### config.mk
export PLATFORM = sky130hd
export DESIGN_NAME = obf_secded_pipe_flat
export DESIGN_NICKNAME = d
export VERILOG_FILES = /design/src/rtl/obf_pkg.sv /design/src/rtl/obf_secded_pipe_if.sv /design/src/rtl/obf_key_loader.sv /design/src/rtl/obf_secded_pipe.sv /design/src/flat_wrapper.sv
export SDC_FILE = /design/constraint.sdc
export NUM_CORES = 1
export LEC_CHECK = 0
export CORE_MARGIN = 4
export CORE_UTILIZATION = 52
export CTS_BUF_LIST = sky130_fd_sc_hd__clkbuf_4 sky130_fd_sc_hd__clkbuf_8
export DETAILED_ROUTE_END_ITERATION = 8
export GPL_TIMING_DRIVEN = 0
export PLACE_DENSITY = 0.79
export SLEW_MARGIN = 25
export SYNTH_ARGS = -nofsm -noshare
export SYNTH_HDL_FRONTEND = slang
export SYNTH_SLANG_ARGS = --single-unit
export TNS_END_PERCENT = 1
### constraint.sdc
create_clock -name clk -period 1.5 [get_ports clk]
set_input_delay 0.15 -clock clk [delete_from_list [all_inputs] [get_ports clk]]
set_output_delay 0.15 -clock clk [all_outputs]
set_load 0.05 [all_outputs]
### src/rtl/obf_pkg.sv
// Shared types and elaboration-time helpers for the obfuscated SECDED pipeline.
//   key_state_e : key loader FSM states
//   chk_w()     : number of Hamming check bits for a given data width
//   data_pos()  : codeword position (1-based) of data bit idx
package obf_pkg;

    typedef enum logic [1:0] {
        StEmpty,
        StLoading,
        StArmed
    } key_state_e;

    // Smallest r with 2^r >= data_w + r + 1. Scanning downwards leaves the smallest hit.
    function automatic int unsigned chk_w(input int unsigned data_w);
        int unsigned r;
        r = 0;
        for (int unsigned i = 7; i >= 1; i--) begin
            if ((32'd1 << i) >= data_w + i + 1) begin
                r = i;
            end
        end
        return r;
    endfunction

    // Data bits fill the non-power-of-two positions in ascending order.
    function automatic int unsigned data_pos(input int unsigned idx);
        int unsigned cnt;
        int unsigned pos;
        cnt = 0;
        pos = 0;
        for (int unsigned p = 3; p < 128; p++) begin
            if ((p & (p - 1)) != 0) begin
                if (cnt == idx && pos == 0) begin
                    pos = p;
                end
                cnt++;
            end
        end
        return pos;
    endfunction

endpackage

### src/rtl/obf_secded_pipe_if.sv
// Input/output handshake bundle of obf_secded_pipe.
//   master : producer/consumer side (drives in_*, out_ready)
//   slave  : pipeline side (drives in_ready, out_*)
interface obf_secded_pipe_if #(
    parameter int unsigned DATA_W = 32
);
    import obf_pkg::*;

    localparam int unsigned CHK_W = chk_w(DATA_W);

    logic              in_valid;
    logic              in_ready;
    logic [DATA_W-1:0] in_data;
    logic [CHK_W:0]    in_chk;
    logic              out_valid;
    logic              out_ready;
    logic [DATA_W-1:0] out_data;
    logic              out_err_single;
    logic              out_err_double;

    modport master (
        output in_valid, in_data, in_chk, out_ready,
        input  in_ready, out_valid, out_data, out_err_single, out_err_double
    );

    modport slave (
        input  in_valid, in_data, in_chk, out_ready,
        output in_ready, out_valid, out_data, out_err_single, out_err_double
    );

endinterface

### src/rtl/obf_key_loader.sv
// Serial key loader. Bits arrive LSB first into a shadow register; the KEY_W-th beat
// commits the shadow to the active key. A reload from ARMED keeps the old key live
// until its own commit. key_clr aborts everything and zeroes the active key.
//   clk, rst_n  : clock, async active-low reset
//   key_bit     : serial key bit, qualified by key_valid
//   key_clr     : abort load, zero key (beats key_valid)
//   key_active  : committed key
//   key_loaded  : a full key has been committed since the last clear/reset
module obf_key_loader #(
    parameter int unsigned KEY_W = 16
) (
    input  logic             clk,
    input  logic             rst_n,
    input  logic             key_bit,
    input  logic             key_valid,
    input  logic             key_clr,
    output logic [KEY_W-1:0] key_active,
    output logic             key_loaded
);
    import obf_pkg::*;

    localparam int unsigned      CNT_W    = $clog2(KEY_W + 1);
    localparam logic [CNT_W-1:0] LAST_CNT = CNT_W'(KEY_W - 1);

    key_state_e       state_q, state_d;
    logic [KEY_W-1:0] shadow_q, shadow_d;
    logic [KEY_W-1:0] key_q, key_d;
    logic [CNT_W-1:0] cnt_q, cnt_d;
    logic             loaded_q, loaded_d;

    always_comb begin
        state_d  = state_q;
        shadow_d = shadow_q;
        key_d    = key_q;
        cnt_d    = cnt_q;
        loaded_d = loaded_q;
        if (key_clr) begin
            state_d  = StEmpty;
            shadow_d = '0;
            key_d    = '0;
            cnt_d    = '0;
            loaded_d = 1'b0;
        end else if (key_valid) begin
            shadow_d = {key_bit, shadow_q[KEY_W-1:1]};
            if (cnt_q == LAST_CNT) begin
                // Final beat: commit including the bit arriving now.
                key_d    = shadow_d;
                state_d  = StArmed;
                loaded_d = 1'b1;
                cnt_d    = '0;
            end else begin
                cnt_d   = cnt_q + 1'b1;
                state_d = StLoading;
            end
        end
    end

    always_ff @(posedge clk or negedge rst_n) begin
        if (!rst_n) begin
            state_q  <= StEmpty;
            shadow_q <= '0;
            key_q    <= '0;
            cnt_q    <= '0;
            loaded_q <= 1'b0;
        end else begin
            state_q  <= state_d;
            shadow_q <= shadow_d;
            key_q    <= key_d;
            cnt_q    <= cnt_d;
            loaded_q <= loaded_d;
        end
    end

    assign key_active = key_q;
    assign key_loaded = loaded_q;

endmodule

### src/rtl/obf_secded_pipe.sv
// Two-stage extended-Hamming (SECDED) decoder whose output is masked by a serially
// loaded key: out_data = corrected ^ key ^ KEY_POL, so only the right key yields
// the plain data. Stage 1 registers data, syndrome, parity mismatch and a key
// snapshot; stage 2 registers the corrected, masked word and error flags.
//   clk, rst_n           : clock, async active-low reset
//   key_bit/valid/clr    : serial key load port (see obf_key_loader)
//   key_loaded           : full key committed
//   bus (slave)          : in_valid/in_ready/in_data/in_chk, out_valid/out_ready/
//                          out_data/out_err_single/out_err_double
module obf_secded_pipe #(
    parameter int unsigned      DATA_W  = 32,
    parameter int unsigned      KEY_W   = 16,
    parameter logic [KEY_W-1:0] KEY_POL = 16'h3AE4
) (
    input  logic              clk,
    input  logic              rst_n,
    input  logic              key_bit,
    input  logic              key_valid,
    input  logic              key_clr,
    output logic              key_loaded,
    obf_secded_pipe_if.slave  bus
);
    import obf_pkg::*;

    localparam int unsigned CHK_W  = chk_w(DATA_W);
    localparam int unsigned CODE_N = DATA_W + CHK_W;
    localparam int unsigned REPS   = DATA_W / KEY_W;

    typedef logic [DATA_W-1:0][CHK_W-1:0] pos_tbl_t;
    typedef logic [CHK_W-1:0][DATA_W-1:0] mask_tbl_t;

    function automatic pos_tbl_t build_pos();
        pos_tbl_t t;
        for (int unsigned i = 0; i < DATA_W; i++) begin
            t[i] = CHK_W'(data_pos(i));
        end
        return t;
    endfunction

    // Mask j selects the data bits whose codeword position has bit j set.
    function automatic mask_tbl_t build_masks();
        mask_tbl_t m;
        for (int unsigned j = 0; j < CHK_W; j++) begin
            for (int unsigned i = 0; i < DATA_W; i++) begin
                m[j][i] = ((data_pos(i) >> j) & 32'd1) != 32'd0;
            end
        end
        return m;
    endfunction

    localparam pos_tbl_t  DATA_POS = build_pos();
    localparam mask_tbl_t SYN_MASK = build_masks();

    logic [KEY_W-1:0] key_active;

    obf_key_loader #(
        .KEY_W (KEY_W)
    ) u_key (
        .clk        (clk),
        .rst_n      (rst_n),
        .key_bit    (key_bit),
        .key_valid  (key_valid),
        .key_clr    (key_clr),
        .key_active (key_active),
        .key_loaded (key_loaded)
    );

    // Pipeline state
    logic              init_q;
    logic              s1_valid_q, s2_valid_q;
    logic [DATA_W-1:0] s1_data_q;
    logic [CHK_W-1:0]  s1_syn_q;
    logic              s1_par_q;
    logic [KEY_W-1:0]  s1_key_q;
    logic [DATA_W-1:0] s2_data_q;
    logic              s2_single_q, s2_double_q;

    logic              s1_adv, s2_adv, accept;
    logic [CHK_W-1:0]  syn_d;
    logic              par_d;
    logic [DATA_W-1:0] corr;
    logic [DATA_W-1:0] out_d;
    logic              single_d, double_d;

    assign s2_adv = !s2_valid_q || bus.out_ready;
    assign s1_adv = !s1_valid_q || s2_adv;
    // init_q holds in_ready low until the first edge after reset release.
    assign bus.in_ready = init_q && s1_adv;
    assign accept       = bus.in_valid && bus.in_ready;

    always_comb begin
        syn_d = '0;
        for (int unsigned j = 0; j < CHK_W; j++) begin
            syn_d[j] = ^(bus.in_data & SYN_MASK[j]) ^ bus.in_chk[j+1];
        end
        par_d = ^{bus.in_data, bus.in_chk};
    end

    always_comb begin
        corr     = s1_data_q;
        single_d = 1'b0;
        double_d = 1'b0;
        if (s1_syn_q == '0) begin
            single_d = s1_par_q;
        end else if (32'(s1_syn_q) > CODE_N || !s1_par_q) begin
            double_d = 1'b1;
        end else begin
            single_d = 1'b1;
            // No match means the error sits on a check bit: data stays as is.
            for (int unsigned i = 0; i < DATA_W; i++) begin
                if (s1_syn_q == DATA_POS[i]) begin
                    corr[i] = ~s1_data_q[i];
                end
            end
        end
        out_d = corr ^ {REPS{s1_key_q ^ KEY_POL}};
    end

    always_ff @(posedge clk or negedge rst_n) begin
        if (!rst_n) begin
            init_q      <= 1'b0;
            s1_valid_q  <= 1'b0;
            s2_valid_q  <= 1'b0;
            s1_data_q   <= '0;
            s1_syn_q    <= '0;
            s1_par_q    <= 1'b0;
            s1_key_q    <= '0;
            s2_data_q   <= '0;
            s2_single_q <= 1'b0;
            s2_double_q <= 1'b0;
        end else begin
            init_q <= 1'b1;
            if (s1_adv) begin
                s1_valid_q <= accept;
                if (accept) begin
                    s1_data_q <= bus.in_data;
                    s1_syn_q  <= syn_d;
                    s1_par_q  <= par_d;
                    s1_key_q  <= key_active;
                end
            end
            if (s2_adv) begin
                s2_valid_q <= s1_valid_q;
                if (s1_valid_q) begin
                    s2_data_q   <= out_d;
                    s2_single_q <= single_d;
                    s2_double_q <= double_d;
                end
            end
        end
    end

    assign bus.out_valid      = s2_valid_q;
    assign bus.out_data       = s2_data_q;
    assign bus.out_err_single = s2_single_q;
    assign bus.out_err_double = s2_double_q;

endmodule
### src/flat_wrapper.sv
// flat-port wrapper written by rule: the top's interface ports become plain ports
module obf_secded_pipe_flat import obf_pkg::*;
#(
    parameter int unsigned      DATA_W  = 32,
    parameter int unsigned      KEY_W   = 16,
    parameter logic [KEY_W-1:0] KEY_POL = 16'h3AE4
)
  (clk, rst_n, key_bit, key_valid, key_clr, key_loaded, bus_in_valid, bus_in_data, bus_in_chk, bus_out_ready, bus_in_ready, bus_out_valid, bus_out_data, bus_out_err_single, bus_out_err_double);
  obf_secded_pipe_if #(.DATA_W(DATA_W)) bus_i ();
  input  logic clk;
  input  logic rst_n;
  input  logic key_bit;
  input  logic key_valid;
  input  logic key_clr;
  output logic key_loaded;
  input wire logic [$bits(bus_i.in_valid)-1:0] bus_in_valid;
  input wire logic [$bits(bus_i.in_data)-1:0] bus_in_data;
  input wire logic [$bits(bus_i.in_chk)-1:0] bus_in_chk;
  input wire logic [$bits(bus_i.out_ready)-1:0] bus_out_ready;
  output wire logic [$bits(bus_i.in_ready)-1:0] bus_in_ready;
  output wire logic [$bits(bus_i.out_valid)-1:0] bus_out_valid;
  output wire logic [$bits(bus_i.out_data)-1:0] bus_out_data;
  output wire logic [$bits(bus_i.out_err_single)-1:0] bus_out_err_single;
  output wire logic [$bits(bus_i.out_err_double)-1:0] bus_out_err_double;
  assign bus_i.in_valid = bus_in_valid;
  assign bus_i.in_data = bus_in_data;
  assign bus_i.in_chk = bus_in_chk;
  assign bus_i.out_ready = bus_out_ready;
  assign bus_in_ready = bus_i.in_ready;
  assign bus_out_valid = bus_i.out_valid;
  assign bus_out_data = bus_i.out_data;
  assign bus_out_err_single = bus_i.out_err_single;
  assign bus_out_err_double = bus_i.out_err_double;
  obf_secded_pipe #(.DATA_W(DATA_W), .KEY_W(KEY_W), .KEY_POL(KEY_POL)) u_core (.clk(clk), .rst_n(rst_n), .key_bit(key_bit), .key_valid(key_valid), .key_clr(key_clr), .key_loaded(key_loaded), .bus(bus_i));
endmodule
=== Yosys cells after proc, flatten, opt, wreduce, memory -nomap -nowiden ===
Index checks and enable logic that the tools add are counted.

* Input bits: 46
* Flip-flop bits (word level): 130
* Output and inout port bits: 37
* Word-level logic and storage cells: 159

* Reduce and logical (&&, ||, !) cells: 21
* Add/subtract/negate cells: 1
* Order comparisons: 1
* Multiplexer cells: 49
* Bitwise operators: 40
* Eq/ne operators: 33

{| class="wikitable"
|+ Operators with widths
! cell !! number
|-
| $reduce_xor 32->1 || 6
|-
| $eq 6x5->1 const B || 15
|-
| $mux 16 || 5
|-
| $mux 32 || 2
|-
| $eq 6x4->1 const B || 7
|-
| $mux 1 || 39
|-
| $reduce_xor 39->1 || 1
|-
| $eq 6x6->1 const B || 6
|-
| $not 1->1 || 32
|-
| $xor 32x32->32 || 1
|-
| $eq 6x3->1 const B || 3
|-
| $mux 5 || 3
|-
| $not 8->8 || 1
|-
| $eq 6x2->1 const B || 1
|-
| $gt 6x6->1 const B || 1
|-
| $logic_not 6->1 || 1
|-
| $reduce_and 2->1 || 3
|-
| $xor 1x1->1 || 6
|-
| $add 5x1->5 const B || 1
|-
| $eq 5x4->1 const B || 1
|-
| $reduce_bool 2->1 || 2
|-
| $logic_not 1->1 || 3
|-
| $logic_or 1x1->1 || 3
|-
| $logic_and 1x1->1 || 2
|}

=== Depth between registers and ports, before layout ===
Gate-level depths: netlist (run 1).

* Word-level depth: 6
* Depth in mapped cells: 7
* Mapped depth without buffers: 6

=== Hierarchy ===
From an unflattened synthesis (run 1), not the netlist that was laid out.

* Cells, all modules: 572
* Area, all modules: 6,626.4 µm²

{| class="wikitable"
|+ Modules (own cells, without submodules)
! module !! seq. area each (µm²) !! instances !! cells an instance !! area each (µm²)
|-
| obf_secded_pipe || 2,302.2 || 1 || 431 || 4,936.0
|-
| obf_key_loader || 925.9 || 1 || 141 || 1,690.4
|}

=== Worst setup path after synthesis (run 1) ===
Ideal clock, no wire load.

* Path kind: reg2reg
* From: register u_core.s2_valid_q, in the netlist u_core.bus.out_valid
* To: register u_core.s1_key_q[10]
* Setup time: 0.125 ns
* Data required time: 1.375 ns
* Data arrival time: 2.061 ns
* Path slack: -0.686 ns
* Stages on the path, launching flop included: 6
* Path buffers: 1
* Period minus slack after synthesis: 2.186 ns
* Path through: dfrtp_1 > nand3b_1 > and2_1 > nand2_1 > clkbuf_1 > mux2_2

* Cells in the longest elaborated chain, start to end: 6

{| class="wikitable"
|+ Ends and longest elaborated chain
! what !! RTL line !! RTL
|-
| start, declared || obf_secded_pipe.sv:70 || <nowiki>logic s1_valid_q, s2_valid_q;</nowiki>
|-
| start signal, assigned || obf_secded_pipe.sv:143 || <nowiki>s2_valid_q <= s1_valid_q;</nowiki>
|-
| $logic_not 1->1 || obf_secded_pipe.sv:85 || <nowiki>assign s2_adv = !s2_valid_q || bus.out_ready;</nowiki>
|-
| $logic_or 1x1->1 || obf_secded_pipe.sv:85 ||
|-
| $logic_or 1x1->1 || obf_secded_pipe.sv:86 || <nowiki>assign s1_adv = !s1_valid_q || s2_adv;</nowiki>
|-
| $logic_and 1x1->1 || obf_secded_pipe.sv:88 || <nowiki>assign bus.in_ready = init_q && s1_adv;</nowiki>
|-
| via bus_in_ready || flat_wrapper.sv:20 || <nowiki>output wire logic [$bits(bus_i.in_ready)-1:0] bus_in_ready;</nowiki>
|-
| $logic_and 1x1->1 || obf_secded_pipe.sv:89 || <nowiki>assign accept = bus.in_valid && bus.in_ready;</nowiki>
|-
| $reduce_and 2->1 (no line) || n/a ||
|-
| end signal, assigned || obf_secded_pipe.sv:139 || <nowiki>s1_key_q <= key_active;</nowiki>
|-
| end, declared || obf_secded_pipe.sv:74 || <nowiki>logic [KEY_W-1:0] s1_key_q;</nowiki>
|}

The timed path passes the listed nets, and every way through them passes these cells.
A chain may end at the register's enable or synchronous reset.

=== Worst setup path after layout (run 1) ===
* From: input bus_in_data[6]
* To: register u_core.s1_syn_q[0]

* Cells in the longest elaborated chain, start to end: 2

{| class="wikitable"
|+ Ends and longest elaborated chain
! what !! RTL line !! RTL
|-
| start, declared || flat_wrapper.sv:17 || <nowiki>input wire logic [$bits(bus_i.in_data)-1:0] bus_in_data;</nowiki>
|-
| $reduce_xor 32->1 || obf_secded_pipe.sv:94 || <nowiki>syn_d[j] = ^(bus.in_data & SYN_MASK[j]) ^ bus.in_chk[j+1];</nowiki>
|-
| $xor 1x1->1 || obf_secded_pipe.sv:94 ||
|-
| end signal, assigned || obf_secded_pipe.sv:137 || <nowiki>s1_syn_q <= syn_d;</nowiki>
|-
| end, declared || obf_secded_pipe.sv:72 || <nowiki>logic [CHK_W-1:0] s1_syn_q;</nowiki>
|}

Every way passes these cells.

==> flow_metrics.py, run 1 <==
metrics = {
    "run_status": {
        "outcome": "finished, violations left",
        "failed_checks": "negative setup slack",
    },
    "route": {
        "drtAntennaViolNets": 0,
        "wirelength_um": 15800,
        "vias": 4715,
        "via_per_inst": 5.41,
        "drt-pass1-iter-count": 7,
        "drc": 0,
        "routedWlPerCell_um": 18.1,
        "drt-initial-drc-count": 332,
    },
    "synthesis": {
        "yosysUniqueCellTypes": 34,
        "yosysMostFrequentCell": "dfrtp_1",
        "synth-seq-cells": 129,
        "yosys_warnings": 0,
        "syn_avg_cell_area_um2": 10.8,
        "synth_commonest_cells": "dfrtp_1, nand2_1, xnor2_1, mux2_2",
        "synthFlopType": "dfrtp_1",
        "yosysSeqAreaShare": 0.504,
        "synth-edff-count": 0,
        "synth.area.top_cells": "dfrtp_1, xnor2_1, mux2_2",
        "syn-num-nets": 638,
        "syn-cell-area_mm2": 0.00640,
        "synth_top_area_share": 0.504,
        "synthCells": 591,
        "synth_top_area_cell": "dfrtp_1",
        "async_reset_ff_frac": 1.00,
    },
    "global_route": {
        "use_met2": 0.373,
        "antenna_found_initial": 0,
        "grt_pass1_vias": 4754,
        "grt_max_degree": 94,
        "top_usage_layer": "met2",
        "grt_pass1_wl_um": 23500,
        "grt_usage": 0.213,
        "grtUsageMet1": 0.242,
        "grt.overflow.total": 0,
        "grt_use_met3": 0.0484,
    },
    "finish": {
        "multi_input_area_mm2": 0.00337,
        "layout-drive-gt1-share": 0.280,
        "final_nets": 758,
        "diodes": 0,
        "synthToLayoutAreaGrowth_pct": 29.4,
        "fin_cells": 871,
        "final_core_utilization": 0.689,
        "n_fill_cell": 851,
        "regArea_mm2": 0.00324,
        "final_area_mm2": 0.00828,
    },
    "critical_path": {
        "startpoint_type": "input port",
        "arrival_ns": 2.02,
        "critPathKind": "input port to flip-flop",
        "end_kind": "flip-flop",
        "cp_max_fo": 3,
        "crit_required_ns": 1.88,
    },
    "clock_network": {
        "clkSinkCount": 129,
        "h-tree-depth": 4,
        "clock_path_buffers": 2,
        "cts_tree": "done",
        "root_buffer": "clkbuf_8",
        "clk_pin_slew_ns": 0.08,
        "clock_latency_ns": 0.46,
        "cts_buffers": 17,
    },
    "place": {
        "hpwl_um": 11200,
        "dpl_cell_area_mm2": 0.00748,
        "portBuffers": 81,
        "place_ws_ns": -0.782,
        "gp_congestion": 0.971,
        "place_inst": 820,
    },
    "pwr": {
        "p_comb_frac": 0.389,
        "intPower_w": 0.00700,
        "max-vdd-ir-drop_v": 0.000599,
        "power_frac_clock": 0.229,
        "p_seq_frac": 0.382,
        "p_per_area_mw_per_mm2": 1400,
        "power.net_switching_w": 0.00459,
        "p_sw_frac": 0.396,
        "leakagePower_nw": 3.85,
        "total_power_w": 0.0116,
    },
    "die": {
        "die_w_um": 119,
        "io_pins": 83,
        "placementRows": 40,
        "start_util": 0.533,
        "die_y_um": 119,
        "core_mm2": 0.0120,
        "die_area_mm2": 0.0141,
    },
    "sta": {
        "fin_crit_ns": 1.65,
        "setup_viol": 25,
        "maxSlewHeadroom": 0.554,
        "grt_setup_unrepaired": "yes",
        "max_freq_ghz": 0.607,
        "slew_viol_final": 0,
        "post-route-period-util": 1.10,
        "worst_slew_pin_slew_ns": 0.669,
        "hold_viol": 0,
        "final.setup.worst_slack_ns": -0.146,
        "fin_worst_skew_ns": 0.00928,
    },
    "flow_run": {
        "max_cap_violations": 0,
    },
    "min_path": {
        "hold_path_class": "input port to flip-flop",
    },
}
[layout make-up]
class                      instances  area share
clock buffer                      20      0.0332
tap                              147      0.0222
inverter                           1    0.000453
clock inverter                    12      0.0104
timing repair buffer             102       0.113
multi-input combinational        434       0.407
buffer                            26      0.0233
sequential                       129       0.391
[critical path, stage by stage]
cell	delay (ns)
clkdlybuf4s50_1	0.57
xor2_1	0.26
xnor2_2	0.17
xor2_1	0.29
xnor3_1	0.29
xnor2_1	0.14
o21ai_0	0.15
[cell families after synthesis]
kind of cell | after synthesis | share of synthesized area
XOR/XNOR | 136 | 0.203
flip-flops | 129 | 0.504
AND/OR/NAND/NOR | 170 | 0.114
multiplexers | 64 | 0.109
adder cells (fa/ha/maj) | 1 | 0.00195
AO/OA/AOI/OAI | 62 | 0.0499
buffers and inverters | 28 | 0.0172
other | 1 | 0.000586
[layout by cell type (no fill, tap or decap), types with 10 or more instances in the layout]
| cell type | count |
|---|---|
| dfrtp_1 | 123 |
| buf_4 | 21 |
| nor2_1 | 34 |
| clkdlybuf4s15_1 | 10 |
| clkbuf_2 | 27 |
| nand2_1 | 90 |
| xnor2_2 | 17 |
| xor2_1 | 31 |
| clkbuf_8 | 21 |
| xnor2_1 | 78 |
| clkdlybuf4s50_1 | 17 |
| a21oi_1 | 17 |
| mux2i_1 | 16 |
| o21ai_0 | 38 |
| mux2_2 | 48 |
| dlymetal6s2s_1 | 23 |
[metal layers]
layer / share of wire / up-vias
met5: 0 / -
met4: 0.040 / 0
met3: 0.047 / 51
met2: 0.52 / 173
met1: 0.39 / 2302
li1: - / 2189
[sequential cells by signal (all words and copies together), names as in the netlist]
signal / flops
u_core.u_key.cnt_q: 5
u_core.s1_par_q: 1
u_core.u_key.key_active: 16
u_core.u_key.key_loaded: 1
u_core.s1_valid_q: 1
u_core.s1_data_q: 32
u_core.bus.out_err_single: 1
u_core.bus.out_data: 32
u_core.s1_syn_q: 6
u_core.bus.out_err_double: 1
u_core.u_key.shadow_q: 15
u_core.init_q: 1
u_core.bus.out_valid: 1
u_core.s1_key_q: 16
[power groups by stage]
stage	Combinational [W]	Sequential (W)	Clock, W
floorplan	0.00183	0.00539	0
global placement	0.00403	0.00438	0
detailed placement	0.00412	0.00442	0
CTS	0.00410	0.00437	0.00269
global route	0.00476	0.00449	0.00284
finish	0.00451	0.00442	0.00265
[per-stage QoR]
stage          hold slack [ns]  setup TNS (ns)
6_report                0.0363          -0.633
3_5_place_dp            0.0384          -30.91
3_3_place_gp             0.464         -591.52
5_1_grt                 0.0330           -2.80
2_1_floorplan           -0.146           -2.18
4_1_cts                 0.0861           -1.86
[what timing repair did]
item	in CTS	in global routing
setup buffers	0	18
endpoints found under the setup margin	91	85
gates cloned	0	0
pin swaps	4	26
hold endpoints to repair	129	1
hold buffers	1	1
resized for setup	111	122
[path summary, 6_finish.rpt]
kind	startpoint	slack (ns)	endpoint	cells after the start
worst max-delay path	bus_in_data[6]	-0.15	u_core.s1_syn_q[0]	7
worst min-delay path	bus_in_data[13]	0.04	u_core.s1_data_q[13]	2
worst max register to register	u_core.s1_syn_q[1]	-0.05	u_core.bus.out_data[26]	6
worst min register to register	u_core.bus.out_data[11]	0.48	u_core.bus.out_data[11]	2
max in group asynchronous	rst_n	0.61	u_core.s1_syn_q[4]	3
min in group asynchronous	rst_n	0.16	u_core.s1_data_q[3]	2
Note: power is estimated with default switching activity, not from simulation.
==> run 2: changes to the inputs <==
- ABC_AREA: default -> 1
- CORE_UTILIZATION: 52 -> 53
- REMOVE_ABC_BUFFERS: default -> 1
==> flow_metrics.py, run 2 <==
metrics = {
    "clock_network": {
        "cts_buffers": 17,
        "clock_path_buffers": 2,
        "clk_pin_slew_ns": 0.08,
        "clock_latency_ns": 0.43,
        "cts_tree": "done",
        "h-tree-depth": 4,
        "root_buffer": "clkbuf_8",
        "clkSinkCount": 129,
    },
    "route": {
        "via_per_inst": 5.05,
        "vias": 6034,
        "drtAntennaViolNets": 0,
        "wirelength_um": 16900,
        "drt-initial-drc-count": 594,
        "drc": 0,
        "drt-pass1-iter-count": 5,
        "routedWlPerCell_um": 14.1,
    },
    "synthesis": {
        "synth-edff-count": 0,
        "synth_top_area_cell": "dfrtp_1",
        "async_reset_ff_frac": 1.00,
        "syn_avg_cell_area_um2": 7.83,
        "synth-seq-cells": 129,
        "synth.area.top_cells": "dfrtp_1, nand2_1, xor2_1",
        "synthFlopType": "dfrtp_1",
        "yosysSeqAreaShare": 0.449,
        "yosys_warnings": 0,
        "syn-cell-area_mm2": 0.00718,
        "synth_commonest_cells": "nand2_1, dfrtp_1, inv_1, xor2_1, o21ai_0",
        "yosysMostFrequentCell": "nand2_1",
        "yosysUniqueCellTypes": 37,
        "synth_top_area_share": 0.449,
        "synthCells": 917,
    },
    "finish": {
        "layout-drive-gt1-share": 0.107,
        "mostFrequentLayoutCells": "nand2_1, dfrtp_1, inv_1, xor2_1, o21ai_0",
        "final_core_utilization": 0.666,
        "synthToLayoutAreaGrowth_pct": 22.8,
        "diodes": 0,
        "final_common_cell": "nand2_1",
        "final_nets": 1053,
    },
    "critical_path": {
        "end_kind": "flip-flop",
        "startpoint_type": "flip-flop",
        "ff2ff_setup_slack_ns": -0.36,
        "r2r-start": "u_core.u_key.cnt_q[0]",
        "cp-endpoint": "u_core.u_key.key_active[10]",
        "critPathKind": "flip-flop to flip-flop",
        "cp_max_fo": 6,
        "r2r-end": "u_core.u_key.key_active[10]",
        "crit_start": "u_core.u_key.cnt_q[0]",
        "crit_required_ns": 1.82,
        "reg2regPathDepth": 9,
        "arrival_ns": 2.18,
    },
    "run_status": {
        "outcome": "finished, violations left",
        "failed_checks": "negative setup slack",
    },
    "min_path": {
        "hold_path_class": "input port to async pin",
    },
    "sta": {
        "holdWs_ns": 0.237,
        "final.setup.worst_slack_ns": -0.362,
        "grt_setup_unrepaired": "yes",
        "fin_crit_ns": 1.86,
        "fin_worst_skew_ns": 0.00797,
        "slew_viol_final": 0,
        "hold_viol": 0,
        "max_freq_ghz": 0.537,
        "post-route-period-util": 1.24,
        "maxSlewHeadroom": 0.601,
        "setup_viol": 54,
        "worst_slew_pin_slew_ns": 0.597,
    },
    "die": {
        "die_area_mm2": 0.0155,
        "die_w_um": 124,
        "io_pins": 83,
        "die_y_um": 124,
        "core_mm2": 0.0132,
        "start_util": 0.543,
        "placementRows": 42,
    },
    "pwr": {
        "p_comb_frac": 0.337,
        "intPower_w": 0.00686,
        "p_per_area_mw_per_mm2": 1270,
        "leakagePower_nw": 4.31,
        "power_frac_clock": 0.276,
        "power.net_switching_w": 0.00438,
        "p_sw_frac": 0.390,
        "max-vdd-ir-drop_v": 0.000623,
        "p_seq_frac": 0.387,
    },
    "global_route": {
        "grt_usage": 0.212,
        "grt.overflow.total": 0,
        "antenna_found_initial": 0,
        "grt_pass1_wl_um": 27000,
        "grt_max_degree": 84,
        "grt_pass1_vias": 5509,
    },
    "place": {
        "hpwl_um": 12000,
        "gp_congestion": 0.904,
        "portBuffers": 82,
    },
    "flow_run": {
        "max_cap_violations": 0,
    },
}
[run 2: changes by cell type after synthesis, sizes merged, moves of 23 or more]
cell   previous run  this run
inv               1       102
mux2             48         0
o21ai            41        72
nand2            93       354
nand3             6        29
o22ai             0        25
xnor2            95        48
xor2             36        71
[run 2: repair_timing]
| item | CTS | global route |
|---|---|---|
| pin swaps | 4 | 10 |
| resized for setup | 58 | 65 |
| setup buffers | 3 | 6 |
| gates cloned | 1 | 2 |
| endpoints found under the setup margin | 93 | 102 |
| endpoints found under the hold margin | 63 | 0 |
| hold buffers | 1 | 0 |
[run 2: worst min-delay path by stage]
stage	end	slack, ns	depth (start not counted)
finish	u_core.u_key.cnt_q[2]	0.24	2
global route	u_core.u_key.key_loaded	0.27	2
CTS	u_core.u_key.cnt_q[2]	0.24	2
detailed placement	u_core.u_key.cnt_q[2]	0.12	1
global placement	u_core.bus.out_data[30]	0.46	2
floorplan	u_core.bus.out_data[0]	-0.15	0
[run 2: area by class of cell]
type	count	area, um2
Clock buffer	18	241
Tap cell	176	220
Clock inverter	14	180
Sequential cell	129	3230
Timing Repair Buffer	96	980
Inverter	102	387
Timing Repair inverter	2	15.0
Multi-Input combinational cell	658	3570
Fill cell	1066	4420
[run 2: metrics by stage]
| step | setup WS (ns) | setup TNS, ns | std cells | area [um2] | power, W |
|---|---|---|---|---|---|
| after floorplan | -1.94 | -107.10 | 889 | 7040 | 0.00688 |
| after global placement | -4.62 | -750.85 | 1147 | 8080 | 0.00810 |
| after detailed placement | -0.696 | -31.57 | 1150 | 8170 | 0.00820 |
| after CTS | -0.246 | -7.19 | 1187 | 8630 | 0.0112 |
| after global routing | -0.449 | -15.23 | 1195 | 8820 | 0.0118 |
| final | -0.362 | -9.64 | 1195 | 8820 | 0.0112 |
[run 2: power groups by stage]
stage / clock network, W / logic (W) / registers (W)
global route: 0.00332 / 0.00412 / 0.00440
detailed placement: 0 / 0.00382 / 0.00438
finish: 0.00310 / 0.00379 / 0.00434
global placement: 0 / 0.00373 / 0.00437
CTS: 0.00315 / 0.00370 / 0.00432
floorplan: 0 / 0.00154 / 0.00534
[run 2: layer usage]
metal  track usage  vias up  share of wire  wire length (um)
li1              -     3004              -                 -
met4        0.0690        0          0.016               278
met3        0.0377       26          0.058               981
met1         0.301     2828           0.45              7610
met5             0        -              0                 0
met2         0.333      176           0.48              8040
[run 2: cell families after synthesis]
kind of cell / synth area share
flops: 0.449
fa+ha+maj: 0.00174
simple gates: 0.239
other cells: 0.000522
xor+xnor: 0.148
buf+inv: 0.0735
compound gates: 0.0881
[run 2: worst max-delay path, stage by stage, from the launching register on]
cell	delay, ns
dfrtp_1	0.41
ha_2	0.22
inv_2	0.06
nor3_4	0.18
inv_2	0.07
nor2_4	0.11
inv_2	0.06
o21ai_4	0.33
clkbuf_16	0.23
o22ai_2	0.07
==> run 3: changes to the inputs <==
- CELL_PAD_IN_SITES_DETAIL_PLACEMENT: default -> 1
- CELL_PAD_IN_SITES_GLOBAL_PLACEMENT: default -> 1
- CORE_UTILIZATION: 53 -> 39
- GPL_TIMING_DRIVEN: 0 -> default
- PLACE_DENSITY: 0.79 -> default
- PLACE_DENSITY_LB_ADDON: default -> 0.1
==> flow_metrics.py, run 3 (synthesized netlist as in run 2, its figures left out) <==
metrics = {
    "place": {
        "hpwl_um": 16300,
        "place_inst": 1305,
        "gp_congestion": 0.824,
        "portBuffers": 82,
        "dpl_cell_area_mm2": 0.00896,
    },
    "finish": {
        "final_nets": 1146,
        "final_common_cell": "nand2_1",
        "fin_cells": 1339,
        "mostFrequentLayoutCells": "nand2_1, buf_4, dfrtp_1, inv_1, xor2_1",
        "final_area_mm2": 0.00954,
        "final_core_utilization": 0.530,
        "synthToLayoutAreaGrowth_pct": 32.8,
        "diodes": 0,
        "layout-drive-gt1-share": 0.209,
    },
    "critical_path": {
        "r2r-start": "u_core.u_key.cnt_q[0]",
        "end_kind": "flip-flop",
        "crit_required_ns": 1.84,
        "max_stage_delay_ns": 0.35,
        "crit_chain": "ha_2, inv_2, nor3_2, inv_2, nor2_4, inv_2, o21ai_4, buf_4, clkbuf_16, o22ai_2",
        "reg2regPathDepth": 10,
        "arrival_ns": 1.90,
        "r2r-end": "u_core.u_key.key_active[4]",
        "ff2ff_setup_slack_ns": -0.07,
        "cp_max_fo": 9,
        "slowest_stage": "dfrtp_1",
        "cp_common_cell": "inv_2",
        "critPathKind": "flip-flop to flip-flop",
        "startpoint_type": "flip-flop",
    },
    "route": {
        "drtAntennaViolNets": 0,
        "drt-pass1-iter-count": 4,
        "drt-initial-drc-count": 235,
        "drc": 0,
        "routedWlPerCell_um": 15.5,
        "wirelength_um": 20700,
        "vias": 6338,
        "via_per_inst": 4.73,
    },
    "sta": {
        "post-route-period-util": 1.05,
        "final.setup.worst_slack_ns": -0.0675,
        "worst_slew_pin_slew_ns": 0.734,
        "grt_setup_unrepaired": "yes",
        "max_freq_ghz": 0.638,
        "hold_viol": 0,
        "slew_viol_final": 0,
        "fin_worst_skew_ns": 0.0130,
        "setup_viol": 18,
        "maxSlewHeadroom": 0.509,
        "fin_crit_ns": 1.57,
        "setup_tns_ns": -0.882,
    },
    "clock_network": {
        "h-tree-depth": 4,
        "cts_buffers": 17,
        "clk_pin_slew_ns": 0.08,
        "clkSinkCount": 129,
        "clock_latency_ns": 0.45,
        "cts_tree": "done",
        "clock_path_buffers": 2,
        "root_buffer": "clkbuf_8",
    },
    "die": {
        "start_util": 0.399,
        "die_y_um": 144,
        "core_mm2": 0.0180,
        "die_w_um": 144,
        "io_pins": 83,
        "die_area_mm2": 0.0207,
        "placementRows": 49,
    },
    "global_route": {
        "grt.overflow.total": 0,
        "grt_pass1_wl_um": 33800,
        "antenna_found_initial": 0,
        "grt_max_degree": 50,
        "grt_pass1_vias": 6628,
        "grt_usage": 0.209,
    },
    "run_status": {
        "outcome": "finished, violations left",
        "failed_checks": "negative setup slack",
    },
    "min_path": {
        "hold_path_class": "input port to async pin",
    },
    "pwr": {
        "leakagePower_nw": 4.87,
        "p_sw_frac": 0.386,
        "max-vdd-ir-drop_v": 0.000977,
        "power_frac_clock": 0.254,
        "p_per_area_mw_per_mm2": 1220,
        "p_comb_frac": 0.375,
        "intPower_w": 0.00717,
        "power.net_switching_w": 0.00451,
        "p_seq_frac": 0.371,
    },
    "flow_run": {
        "max_cap_violations": 0,
    },
}
run 3: changes by cell type in the layout (fill, tap and decap cells not counted), moves of 4 or more:
cell and change:
buf_12 +8, dlygate4sd2_1 -6, clkdlybuf4s50_1 -11, inv_6 -4, buf_4 +127, clkinvlp_4 -4, clkdlybuf4s15_1 -25, dlymetal6s2s_1 +11
clkbuf_2 -5
run 3: how the worst max path moves through the flow:
stage                                 endpoint  cells past startpoint             startpoint  slack (ns)
floorplan                   u_core.s1_syn_q[5]                      7   u_core.bus.out_valid       -1.94
global placement               u_core.s1_par_q                     17        bus_in_data[25]       -0.37
detailed placement             u_core.s1_par_q                     17        bus_in_data[25]       -0.45
CTS                    u_core.u_key.key_loaded                      9  u_core.u_key.cnt_q[1]       -0.04
global route        u_core.u_key.key_active[4]                     10  u_core.u_key.cnt_q[1]       -0.16
finish              u_core.u_key.key_active[4]                     10  u_core.u_key.cnt_q[0]       -0.07
run 3: stage by stage:
| stage | power [W] | setup WS (ns) | hold slack (ns) |
|---|---|---|---|
| after floorplan | 0.00688 | -1.94 | -0.146 |
| after global routing | 0.0124 | -0.162 | 0.103 |
| after CTS | 0.0118 | -0.0380 | 0.0889 |
| after global placement | 0.00858 | -0.370 | 0.0437 |
| after detailed placement | 0.00870 | -0.452 | 0.0447 |
| final | 0.0117 | -0.0675 | 0.115 |
run 3: repair_timing:
| action | 4_1_cts | 5_1_grt |
|---|---|---|
| setup buffers | 0 | 2 |
| hold buffers | 1 | 0 |
| hold endpoints to repair | 129 | 0 |
| resized for setup | 10 | 40 |
| setup endpoints to repair | 24 | 53 |
| pin swaps | 2 | 2 |
| cloned | 0 | 1 |
run 3: cell type report:
cell class              count  area, um2
flip-flops and latches    129       3230
clock inverters             9        109
clock buffers              21        277
multi-input cells         658       3550
fillers                  2222       8480
repair buffers            191       1710
inverters                 102        383
well taps                 229        287
run 3: routing by layer:
layer  vias to the layer above  wire length (um)  track usage
met5                         -                 0            0
met4                         0               238       0.0496
met3                        16               655       0.0366
met2                        91              9810        0.343
met1                      3044             10000        0.289
li1                       3187                 -            -
run 3: critical path: cells and delay by family, from the launching register on:
family	cells	cell delay, ns
buf+inv	5	0.46
flops	1	0.35
simple gates	2	0.20
fa+ha+maj	1	0.19
compound gates	2	0.23
run 3: power by group through the flow:
stage	clock network, W	logic (W)	registers (W)
2_1_floorplan	0	0.00154	0.00534
3_3_place_gp	0	0.00421	0.00436
3_5_place_dp	0	0.00430	0.00439
4_1_cts	0.00306	0.00437	0.00434
5_1_grt	0.00323	0.00479	0.00439
6_report	0.00297	0.00438	0.00433
